--- config.mk ---
export PLATFORM = sky130hd
export DESIGN_NAME = unidad_control
export DESIGN_NICKNAME = d
export VERILOG_FILES = /design/src/rtl/uc_pkg.sv /design/src/rtl/uc_store.sv /design/src/rtl/unidad_control.sv
export SDC_FILE = /design/constraint.sdc
export NUM_CORES = 1
export LEC_CHECK = 0
export ABC_AREA = 1
export BUFFER_PORTS_ARGS = -buffer_cell sky130_fd_sc_hd__buf_2
export CORE_MARGIN = 1
export CORE_UTILIZATION = 40
export CTS_CLUSTER_SIZE = 28
export DETAILED_ROUTE_END_ITERATION = 6
export HOLD_SLACK_MARGIN = 0.15
export SETUP_SLACK_MARGIN = 0.1
export SKIP_LAST_GASP = 1
export SLEW_MARGIN = 40
export SYNTH_ARGS = -nofsm -noshare
export SYNTH_HDL_FRONTEND = slang
export SYNTH_SLANG_ARGS = --single-unit
--- constraint.sdc ---
create_clock -name clk -period 2.4 [get_ports clk]
set_clock_uncertainty 0.1 [all_clocks]
set_input_delay 0.24 -clock clk [delete_from_list [all_inputs] [get_ports clk]]
set_output_delay 0.24 -clock clk [all_outputs]
set_load 0.01 [all_outputs]
--- src/rtl/uc_pkg.sv ---
// unidad_control shared types: sequencer opcodes, FSM states,
// control-word field positions and datapath flag indices.
package uc_pkg;

  typedef enum logic [2:0] {
    NEXT = 3'd0,
    JUMP = 3'd1,
    BRZ  = 3'd2,
    BRN  = 3'd3,
    BRC  = 3'd4,
    BRV  = 3'd5,
    BRNZ = 3'd6,
    HALT = 3'd7
  } seq_op_t;

  typedef enum logic [1:0] {
    IDLE = 2'd0,
    RUN  = 2'd1,
    DONE = 2'd2
  } state_t;

  localparam logic [15:0] CTRL_NOP = 16'h0000;

  localparam int CW_A_LSB   = 13;
  localparam int CW_B_LSB   = 10;
  localparam int CW_D_LSB   = 7;
  localparam int CW_ALU_LSB = 3;
  localparam int CW_SH_LSB  = 0;

  localparam int FL_V = 3;
  localparam int FL_N = 2;
  localparam int FL_Z = 1;
  localparam int FL_C = 0;

endpackage

--- src/rtl/uc_store.sv ---
// Writable microcode store: synchronous write, asynchronous read.
// Contents are deliberately not reset.
module uc_store #(
  parameter int AW = 5,
  parameter int W  = 19 + AW
) (
  input  logic          clk,
  input  logic          we,
  input  logic [AW-1:0] waddr,
  input  logic [W-1:0]  wdata,
  input  logic [AW-1:0] raddr,
  output logic [W-1:0]  rdata
);

  logic [W-1:0] mem [2**AW];

  always_ff @(posedge clk) begin
    if (we) mem[waddr] <= wdata;
  end

  assign rdata = mem[raddr];

endmodule

--- src/rtl/unidad_control.sv ---
// Microprogrammed sequencer: FSM, microaddress and branch logic.
// Optional watchdog built when UC_WATCHDOG_EN is defined.
module unidad_control
  import uc_pkg::*;
#(
  parameter int AW         = 5,
  parameter int START_ADDR = 0,
  parameter int MAX_CYCLES = 255
) (
  input  logic           clk,
  input  logic           rst_n,
  input  logic           start,
  input  logic           load_en,
  input  logic [AW-1:0]  load_addr,
  input  logic [18+AW:0] load_data,
  input  logic [3:0]     stateBits,
  output logic [15:0]    ctrl_word,
  output logic [AW-1:0]  upc,
  output logic           busy,
  output logic           done,
  output logic           timeout
);

  state_t          state;
  logic [AW-1:0]   upc_q;
  logic [AW-1:0]   nxt;
  logic [18+AW:0]  word;
  seq_op_t         op;
  logic [AW-1:0]   na;
  logic            take;
  logic            we;
  logic            wd_hit;

  assign we = load_en & (state != RUN);

  uc_store #(.AW(AW), .W(19 + AW)) u_store (
    .clk   (clk),
    .we    (we),
    .waddr (load_addr),
    .wdata (load_data),
    .raddr (upc_q),
    .rdata (word)
  );

  assign op = seq_op_t'(word[18+AW:16+AW]);
  assign na = word[15+AW:16];

  // flags are the datapath's registered result of the previous microword
  always_comb begin
    take = 1'b0;
    unique case (op)
      NEXT: take = 1'b0;
      JUMP: take = 1'b1;
      BRZ:  take = stateBits[FL_Z];
      BRN:  take = stateBits[FL_N];
      BRC:  take = stateBits[FL_C];
      BRV:  take = stateBits[FL_V];
      BRNZ: take = ~stateBits[FL_Z];
      HALT: take = 1'b0;
      default: take = 1'b0;
    endcase
    nxt = take ? na : upc_q + 1'b1;
  end

  always_ff @(posedge clk or negedge rst_n) begin
    if (!rst_n) begin
      state <= IDLE;
      upc_q <= AW'(START_ADDR);
    end else begin
      unique case (state)
        RUN: begin
          if (op == HALT || wd_hit) state <= DONE;
          else upc_q <= nxt;
        end
        default: begin
          if (start) begin
            state <= RUN;
            upc_q <= AW'(START_ADDR);
          end
        end
      endcase
    end
  end

`ifdef UC_WATCHDOG_EN
  localparam int CNTW = $clog2(MAX_CYCLES + 1);

  logic [CNTW-1:0] cnt;
  logic            to_q;

  assign wd_hit = (state == RUN) && (op != HALT) &&
                  (cnt == CNTW'(MAX_CYCLES - 1));

  always_ff @(posedge clk or negedge rst_n) begin
    if (!rst_n) begin
      cnt  <= '0;
      to_q <= 1'b0;
    end else if (state != RUN) begin
      if (start) begin
        cnt  <= '0;
        to_q <= 1'b0;
      end
    end else if (op != HALT) begin
      cnt <= cnt + 1'b1;
      if (wd_hit) to_q <= 1'b1;
    end
  end

  assign timeout = to_q;
`else
  logic unused_max;

  assign unused_max = ^32'(MAX_CYCLES);
  assign wd_hit     = 1'b0;
  assign timeout    = 1'b0;
`endif

  assign upc       = upc_q;
  assign busy      = (state == RUN);
  assign done      = (state == DONE);
  assign ctrl_word = busy ? word[15:0] : CTRL_NOP;

endmodule

==> results_dict.tcl, run 1 <==
set metrics [dict create \
    drtAntennaViolNets 0 \
    clockRootBuffer "sky130_fd_sc_hd__clkbuf_16" \
    fin_crit_sh_pct 131 \
    swShare_pct 36.0 \
    yosys_warnings 0 \
    cts_tree "built" \
    grt_pass1_vias 20571 \
    count_of_max_cap_constraint_violations 0 \
    path_buf_inv 5 \
    report.final.setup_viol 23 \
    setup.worst_path.end_class "output port" \
    hpwl_um 50300 \
    cp_top_family "compound AO/OA/AOI/OAI gates" \
    timing.critical_path.slowest_stage_cell "sky130_fd_sc_hd__dfrtp_4" \
    ctsLongestPathBuffers 3 \
    p_int_mw 30.3 \
    timing.critical_path.arrival_ps 2800 \
    final_period_minus_worst_setup_slack_ps 3140 \
    max_freq_mhz 318 \
    gp_congestion 0.866 \
    detail_route.drc_violations 0 \
    seq_power_share_pct 32.1 \
    place_inst 3544 \
    synth_cells 2453 \
    antenna_found_initial 5 \
    die_y_um 281 \
    global_route_wire_length_before_repair_um 136000 \
    setup_total_negative_slack_ps -12810 \
    ys_types 33 \
    grt_start_max_net_pins 67 \
    synthesis.area_mm2 0.0311 \
    final.fill_count 6501 \
    timing_max_transition_violations_final 0 \
    finish.net_count 2732 \
    area_delta_synth_final_pct 23.8 \
    clock_sinks 775 \
    multi_input_area_mm2 0.00734 \
    power.net_switching_mw 17.0 \
    synth_top_cells_by_area "sky130_fd_sc_hd__edfxtp_1 (74%), sky130_fd_sc_hd__nor2_1 (4.9%), sky130_fd_sc_hd__o21ai_0 (4.8%), sky130_fd_sc_hd__nand2_1 (4.0%), sky130_fd_sc_hd__o22ai_1 (3.1%)" \
    drt-vias-per-instance 5.71 \
    layout.area.seq_mm2 0.0232 \
    violated_checks "setup timing" \
    total_leakage_power_nw 13.2 \
    seq_area_frac_synth_pct 74.8 \
    clkTransAtPathRegs_ps 60 \
    insertion_delay_ps 620 \
    routed_wirelength_um 94700 \
    port_buffers 59 \
    numCtsBuffers 79 \
    h-tree-depth 3 \
    slew_headroom_pct 60.0 \
    power.share.clock_pct 25.6 \
    synthDominantCellAreaShare_pct 74.2 \
    syn_avg_cell_area_um2 12.7 \
    fp.dieW_um 281 \
    biggest_fanout_along_the_worst_timing_path 9 \
    row_count 101 \
    io_pins 61 \
    power_mw 47.3 \
    synth.ff_latch_count 775 \
    die_area_mm2 0.0788 \
    global_route.overflow_total 0 \
    final_worst_setup_slack_ps -742 \
    timing.critical_path.slowest_cell_delay_ps 580 \
    fin_worst_hold_slack_ps 276 \
    hold_class "primary input to flip-flop" \
    cellPowerDensity_mw_per_mm2 1230 \
    post_synthesis_net_count 2491 \
    yosysTopAreaCell "sky130_fd_sc_hd__edfxtp_1" \
    coreArea_mm2 0.0765 \
    final_util_pct 50.3 \
    power.ir.vdd_worst_uv 743 \
    most_frequent_cell_on_critical_path "sky130_fd_sc_hd__buf_6" \
    globalRouteTotalUtil_pct 23.7 \
    run_status "finished, violations left" \
    rsz0062_at_grt "true" \
    routedWlPerCell_um 25.0 \
    path_class "flip-flop to output port" \
    layoutNonFillerInstCount 3784 \
    timing.critical_path.from_type "flip-flop" \
    worst-slew-pin-transition_ps 600 \
    firstDrtPassIters 6 \
    timing.critical_path.required_ps 2060 \
    initial_core_util_pct 40.7 \
    drt_iter0_markers 2628 \
    route.vias.total 21595 \
    timing_hold_violations_final 0 \
    comb_power_share_pct 42.2 \
    drive_gt1_share_pct 18.4 \
    path_cells "inv_12 -> buf_12 -> clkbuf_16 -> nor2_1 -> o22ai_1 -> o21ai_1 -> o22ai_2 -> nand2_2 -> a21oi_4 -> buf_6 -> buf_6" \
]
worst register-to-register path, cell delays in order (launching register included):
cell and delay [ps]:
sky130_fd_sc_hd__dfrtp_4 580, sky130_fd_sc_hd__inv_12 170, sky130_fd_sc_hd__buf_4 130, sky130_fd_sc_hd__buf_8 100, sky130_fd_sc_hd__buf_12 140, sky130_fd_sc_hd__buf_16 170, sky130_fd_sc_hd__nand2_1 60, sky130_fd_sc_hd__nand3_1 60
sky130_fd_sc_hd__nand2_1 60, sky130_fd_sc_hd__nand2_1 90, sky130_fd_sc_hd__nand4_1 110, sky130_fd_sc_hd__nand3_1 140, sky130_fd_sc_hd__nand2_1 120, sky130_fd_sc_hd__nor2_1 130, sky130_fd_sc_hd__nand2_2 120, sky130_fd_sc_hd__nand2_4 110
sky130_fd_sc_hd__nand2_1 70, sky130_fd_sc_hd__nand3_1 90, sky130_fd_sc_hd__nand2_1 60
timing repair:
| item | in CTS | in global routing |
|---|---|---|
| endpoints found under the setup margin | 22 | 23 |
| endpoints found under the hold margin | 782 | 0 |
| buffers inserted | 22 | 15 |
| gates resized for setup | 111 | 85 |
| gates cloned | 18 | 14 |
| pin swaps | 58 | 58 |
| hold buffers | 31 | 0 |
through the flow:
step	worst slack, ps	instance area [um2]
final	-742	38500
after global routing	-838	38500
after CTS	-690	37800
after detailed placement	-330	33900
after global placement	-374	33900
after floorplan	-108	31100
power by group through the flow:
stage,registers (mW),clock network [mW],logic (mW)
final,15.2,12.1,20.0
after global routing,15.2,12.8,21.3
after CTS,15.2,12.2,18.2
after detailed placement,15.5,0,15.5
after global placement,15.5,0,15.3
after floorplan,15.4,0,9.52
sequential cells by signal, indices dropped and copies added, names as in the netlist:
register	flops
state	2
u_store.mem	768
upc	5
final cells by class:
cell class | count | share of cell area (%)
repair inverters | 1 | 0.0423
well taps | 1030 | 3.35
inverters | 28 | 0.341
diodes | 1 | 0.00650
clock inverters | 38 | 0.982
flip-flops and latches | 775 | 60.4
multi-input cells | 1485 | 19.1
repair buffers | 324 | 10.2
clock buffers | 102 | 5.55
cells in the mapped netlist:
| master | instances |
|---|---|
| sky130_fd_sc_hd__nand3b_1 | 1 |
| sky130_fd_sc_hd__xnor2_1 | 1 |
| sky130_fd_sc_hd__nand4_1 | 3 |
| sky130_fd_sc_hd__o32ai_1 | 5 |
| sky130_fd_sc_hd__a22oi_1 | 21 |
| sky130_fd_sc_hd__o21ai_1 | 43 |
| sky130_fd_sc_hd__o21ai_0 | 298 |
| sky130_fd_sc_hd__ha_1 | 1 |
| sky130_fd_sc_hd__conb_1 | 1 |
| sky130_fd_sc_hd__a21oi_1 | 60 |
| sky130_fd_sc_hd__o21ai_2 | 1 |
| sky130_fd_sc_hd__edfxtp_1 | 768 |
| sky130_fd_sc_hd__or2_2 | 1 |
| sky130_fd_sc_hd__nand2_2 | 3 |
| sky130_fd_sc_hd__buf_6 | 18 |
| sky130_fd_sc_hd__dfrtp_1 | 7 |
| sky130_fd_sc_hd__or2_1 | 1 |
| sky130_fd_sc_hd__nor2_1 | 408 |
| sky130_fd_sc_hd__nand3_1 | 141 |
| sky130_fd_sc_hd__buf_8 | 1 |
| sky130_fd_sc_hd__buf_4 | 28 |
| sky130_fd_sc_hd__buf_1 | 11 |
| sky130_fd_sc_hd__xor2_1 | 2 |
| sky130_fd_sc_hd__buf_2 | 39 |
| sky130_fd_sc_hd__inv_1 | 24 |
| sky130_fd_sc_hd__and2_1 | 3 |
| sky130_fd_sc_hd__o22ai_1 | 155 |
| sky130_fd_sc_hd__inv_2 | 4 |
| sky130_fd_sc_hd__clkbuf_1 | 67 |
| sky130_fd_sc_hd__nor2_2 | 2 |
| sky130_fd_sc_hd__clkbuf_2 | 1 |
| sky130_fd_sc_hd__nand2_1 | 332 |
| sky130_fd_sc_hd__a211oi_1 | 2 |
metal layers:
layer,GRT usage (%),vias up,wire length (um)
met5,0,-,49
met4,6.59,8,2530
met3,4.39,181,9100
met2,36.7,1141,43100
met1,34.0,10783,39900
li1,-,9482,-
layout by cell type, fill, tap and decap left out, types with 31 or more instances in the layout:
master,Yosys,routed
sky130_fd_sc_hd__o21ai_0,298,249
sky130_fd_sc_hd__nand3_1,141,135
sky130_fd_sc_hd__nor2_1,408,366
sky130_fd_sc_hd__dlygate4sd3_1,0,31
sky130_fd_sc_hd__nor2_4,0,35
sky130_fd_sc_hd__buf_12,0,50
sky130_fd_sc_hd__clkbuf_16,0,94
sky130_fd_sc_hd__o22ai_1,155,142
sky130_fd_sc_hd__buf_2,39,51
sky130_fd_sc_hd__edfxtp_1,768,768
sky130_fd_sc_hd__o21ai_1,43,77
sky130_fd_sc_hd__buf_4,28,124
sky130_fd_sc_hd__a21oi_1,60,57
sky130_fd_sc_hd__nand2_1,332,326
cells by family (layout without fill, tap and decap cells):
logic type | Yosys count | count (layout) | share of synthesized area [%]
AND/OR/NAND/NOR | 895 | 895 | 11.5
flip-flops | 775 | 775 | 74.8
AO/OA/AOI/OAI | 585 | 585 | 10.3
buffers and inverters | 193 | 493 | 3.30
XOR/XNOR | 3 | 3 | 0.0846
adder cells (fa/ha/maj) | 1 | 1 | 0.0403
other | 1 | 2 | 0.0121
worst paths after layout:
path                       slack (ps)                  end          from  cells after the start
min                               280  u_store.mem[31][20]  load_addr[1]                      4
min in group asynchronous         510               upc[0]         rst_n                      3
max                              -740        ctrl_word[15]        upc[0]                     11
max reg2reg                      -340               upc[3]        upc[0]                     18
max in group asynchronous        1370               upc[1]         rst_n                      3
min reg2reg                       440             state[0]      state[0]                      2
(Power assumes the default switching activity.)
==> run 2: changes to the inputs <==
Settings changed: SKIP_CTS_REPAIR_TIMING set to 1.
==> run 2 against run 1 <==
Effect of this change: the flow still finishes with violations (setup timing); register-to-register slack got worse by 140 ps; first-iteration DRC count rose by 0.76%; combinational power fell by 5%; die area did not move; global-route usage fell by 1.1 points; cell count fell by 0.29%; setup slack got worse by 33 ps; sequential share of layout area rose by 0.79 points; largest cell class unchanged.
==> results_dict.tcl, run 2 (synthesis gave the netlist of run 1 again) <==
set metrics [dict create \
    cp_top_family "compound AO/OA/AOI/OAI gates" \
    layout.area.seq_mm2 0.0232 \
    clockRootBuffer "sky130_fd_sc_hd__clkbuf_16" \
    largest_register_ff_count 768 \
    run_status "finished, violations left" \
    fin_worst_hold_slack_ps 140 \
    drt-vias-per-instance 5.73 \
    io_pins 61 \
    cellPowerDensity_mw_per_mm2 1220 \
    critical_path.endpoint "ctrl_word[15]" \
    timing.reg2reg.setup_slack_ps -480 \
    power.ir.vdd_worst_uv 770 \
    clock_sinks 775 \
    timing.critical_path.slowest_cell_delay_ps 500 \
    timing_hold_violations_final 0 \
    initial_core_util_pct 40.7 \
    r2r-end "upc[1]" \
    clkTransAtPathRegs_ps 60 \
    count_of_max_cap_constraint_violations 0 \
    final_worst_setup_slack_ps -775 \
    report.final.setup_viol 23 \
    timing.critical_path.arrival_ps 2830 \
    timing.critical_path.slowest_stage_cell "sky130_fd_sc_hd__dfrtp_4" \
    drt_iter0_markers 2648 \
    fin_crit_sh_pct 132 \
    rsz0062_at_grt "true" \
    h-tree-depth 3 \
    grt_pass1_vias 19951 \
    die_area_mm2 0.0788 \
    drive_gt1_share_pct 17.5 \
    setup_total_negative_slack_ps -13470 \
    final.fill_count 6561 \
    detail_route.drc_violations 0 \
    numCtsBuffers 79 \
    crit_path_start "upc[0]" \
    path_buf_inv 6 \
    globalRouteTotalUtil_pct 22.6 \
    timing.critical_path.required_ps 2060 \
    r2r_cells 17 \
    drtAntennaViolNets 0 \
    timing.critical_path.from_type "flip-flop" \
    antenna_found_initial 4 \
    global_route_wire_length_before_repair_um 131000 \
    insertion_delay_ps 620 \
    gp_congestion 0.866 \
    coreArea_mm2 0.0765 \
    setup.worst_path.end_class "output port" \
    cts_tree "built" \
    path_class "flip-flop to output port" \
    holdCritStartpoint "stateBits[2]" \
    total_leakage_power_nw 13.0 \
    path_cells "buf_12 -> buf_4 -> inv_8 -> buf_6 -> nor2_1 -> o22ai_1 -> nor2_1 -> o32ai_2 -> nand2_1 -> a21oi_4 -> buf_6 -> buf_6" \
    global_route.overflow_total 0 \
    die_y_um 281 \
    multi_input_area_mm2 0.00726 \
    finish.net_count 2721 \
    hpwl_um 50300 \
    final_period_minus_worst_setup_slack_ps 3170 \
    slew_headroom_pct 58.6 \
    most_common_cell_after_layout_fill_and_taps_aside "sky130_fd_sc_hd__edfxtp_1" \
    fp.dieW_um 281 \
    port_buffers 59 \
    regMostFlops "u_store.mem" \
    max_freq_mhz 315 \
    violated_checks "setup timing" \
    timing_max_transition_violations_final 0 \
    routedWlPerCell_um 24.9 \
    cp.depth 12 \
    most-common-layout-cells "sky130_fd_sc_hd__edfxtp_1 (768), sky130_fd_sc_hd__nor2_1 (369), sky130_fd_sc_hd__nand2_1 (329), sky130_fd_sc_hd__o21ai_0 (250), sky130_fd_sc_hd__o22ai_1 (145)" \
    most_frequent_cell_on_critical_path "sky130_fd_sc_hd__buf_6" \
    firstDrtPassIters 5 \
    worst-slew-pin-transition_ps 621 \
    route.vias.total 21604 \
    reg2reg_from "upc[1]" \
    ctsLongestPathBuffers 3 \
    row_count 101 \
    grt_start_max_net_pins 67 \
    biggest_fanout_along_the_worst_timing_path 7 \
    hold_class "primary input to flip-flop" \
    routed_wirelength_um 94000 \
    area_delta_synth_final_pct 22.2 \
]
## run 2: cell types whose count changed in the layout (fill, tap and decap cells not counted), sizes merged
cell / before / now
dlygate4sd3: 31 / 27
clkinv: 28 / 29
clkbuf: 114 / 124
buf: 277 / 263
bufbuf: 4 / 0
## run 2: per-layer routing
metal | GRT usage [%] | up-vias | wire length [um]
met5 | 0 | - | 34
met4 | 6.40 | 6 | 2200
met3 | 3.84 | 162 | 9170
met2 | 35.0 | 1210 | 42700
met1 | 32.8 | 10762 | 39800
li1 | - | 9464 | -
## run 2: worst min path at each step
stage / to / slack, ps / cells past startpoint
6_report: upc[2] / 140 / 8
5_1_grt: upc[1] / 180 / 8
4_1_cts: upc[0] / -670 / 1
3_5_place_dp: state[1] / 0.6 / 1
3_3_place_gp: state[1] / -9 / 1
2_1_floorplan: state[0] / -160 / 0
## run 2: area by class of cell
| class | instances | share of cell area [%] |
|---|---|---|
| Sequential cell | 775 | 61.2 |
| Multi-Input combinational cell | 1485 | 19.1 |
| Timing Repair Buffer | 312 | 9.24 |
| Clock buffer | 102 | 5.63 |
| Tap cell | 1030 | 3.39 |
| Clock inverter | 38 | 0.995 |
| Inverter | 28 | 0.346 |
| Timing Repair inverter | 2 | 0.0593 |
| Antenna cell | 1 | 0.00659 |
## run 2: worst reg2reg max path, cell delays in order (launching register included)
cell and delay [ps]:
sky130_fd_sc_hd__dfrtp_4 560, sky130_fd_sc_hd__buf_12 200, sky130_fd_sc_hd__buf_8 140, sky130_fd_sc_hd__clkbuf_16 160, sky130_fd_sc_hd__buf_12 140, sky130_fd_sc_hd__buf_4 150
sky130_fd_sc_hd__buf_4 140, sky130_fd_sc_hd__buf_12 140, sky130_fd_sc_hd__a21oi_1 120, sky130_fd_sc_hd__a22oi_1 110, sky130_fd_sc_hd__buf_4 160, sky130_fd_sc_hd__nand2_1 50
sky130_fd_sc_hd__nand3_1 80, sky130_fd_sc_hd__nand3_1 90, sky130_fd_sc_hd__and2_1 180, sky130_fd_sc_hd__nand3_1 100, sky130_fd_sc_hd__nand3_1 90, sky130_fd_sc_hd__nand2_1 50
## run 2: metrics by stage
| step | std cells | utilization (%) | cell area (um2) | power, mW | worst slack (ps) |
|---|---|---|---|---|---|
| after detailed placement | 3544 | 44.3 | 33900 | 30.9 | -330 |
| after global routing | 3773 | 49.7 | 38000 | 48.2 | -827 |
| after global placement | 3544 | 44.3 | 33900 | 30.8 | -374 |
| after CTS | 3684 | 47.6 | 36400 | 43.0 | -1020 |
| after floorplan | 2453 | - | 31100 | 24.9 | -108 |
| final | 3773 | 49.7 | 38000 | 46.2 | -775 |
## run 2: power breakdown
group	total [mW]	switching [mW]	internal (mW)
Clock	12.1	5.08	7.03
Combinational	19.0	11.6	7.39
Sequential	15.2	0.123	15.1
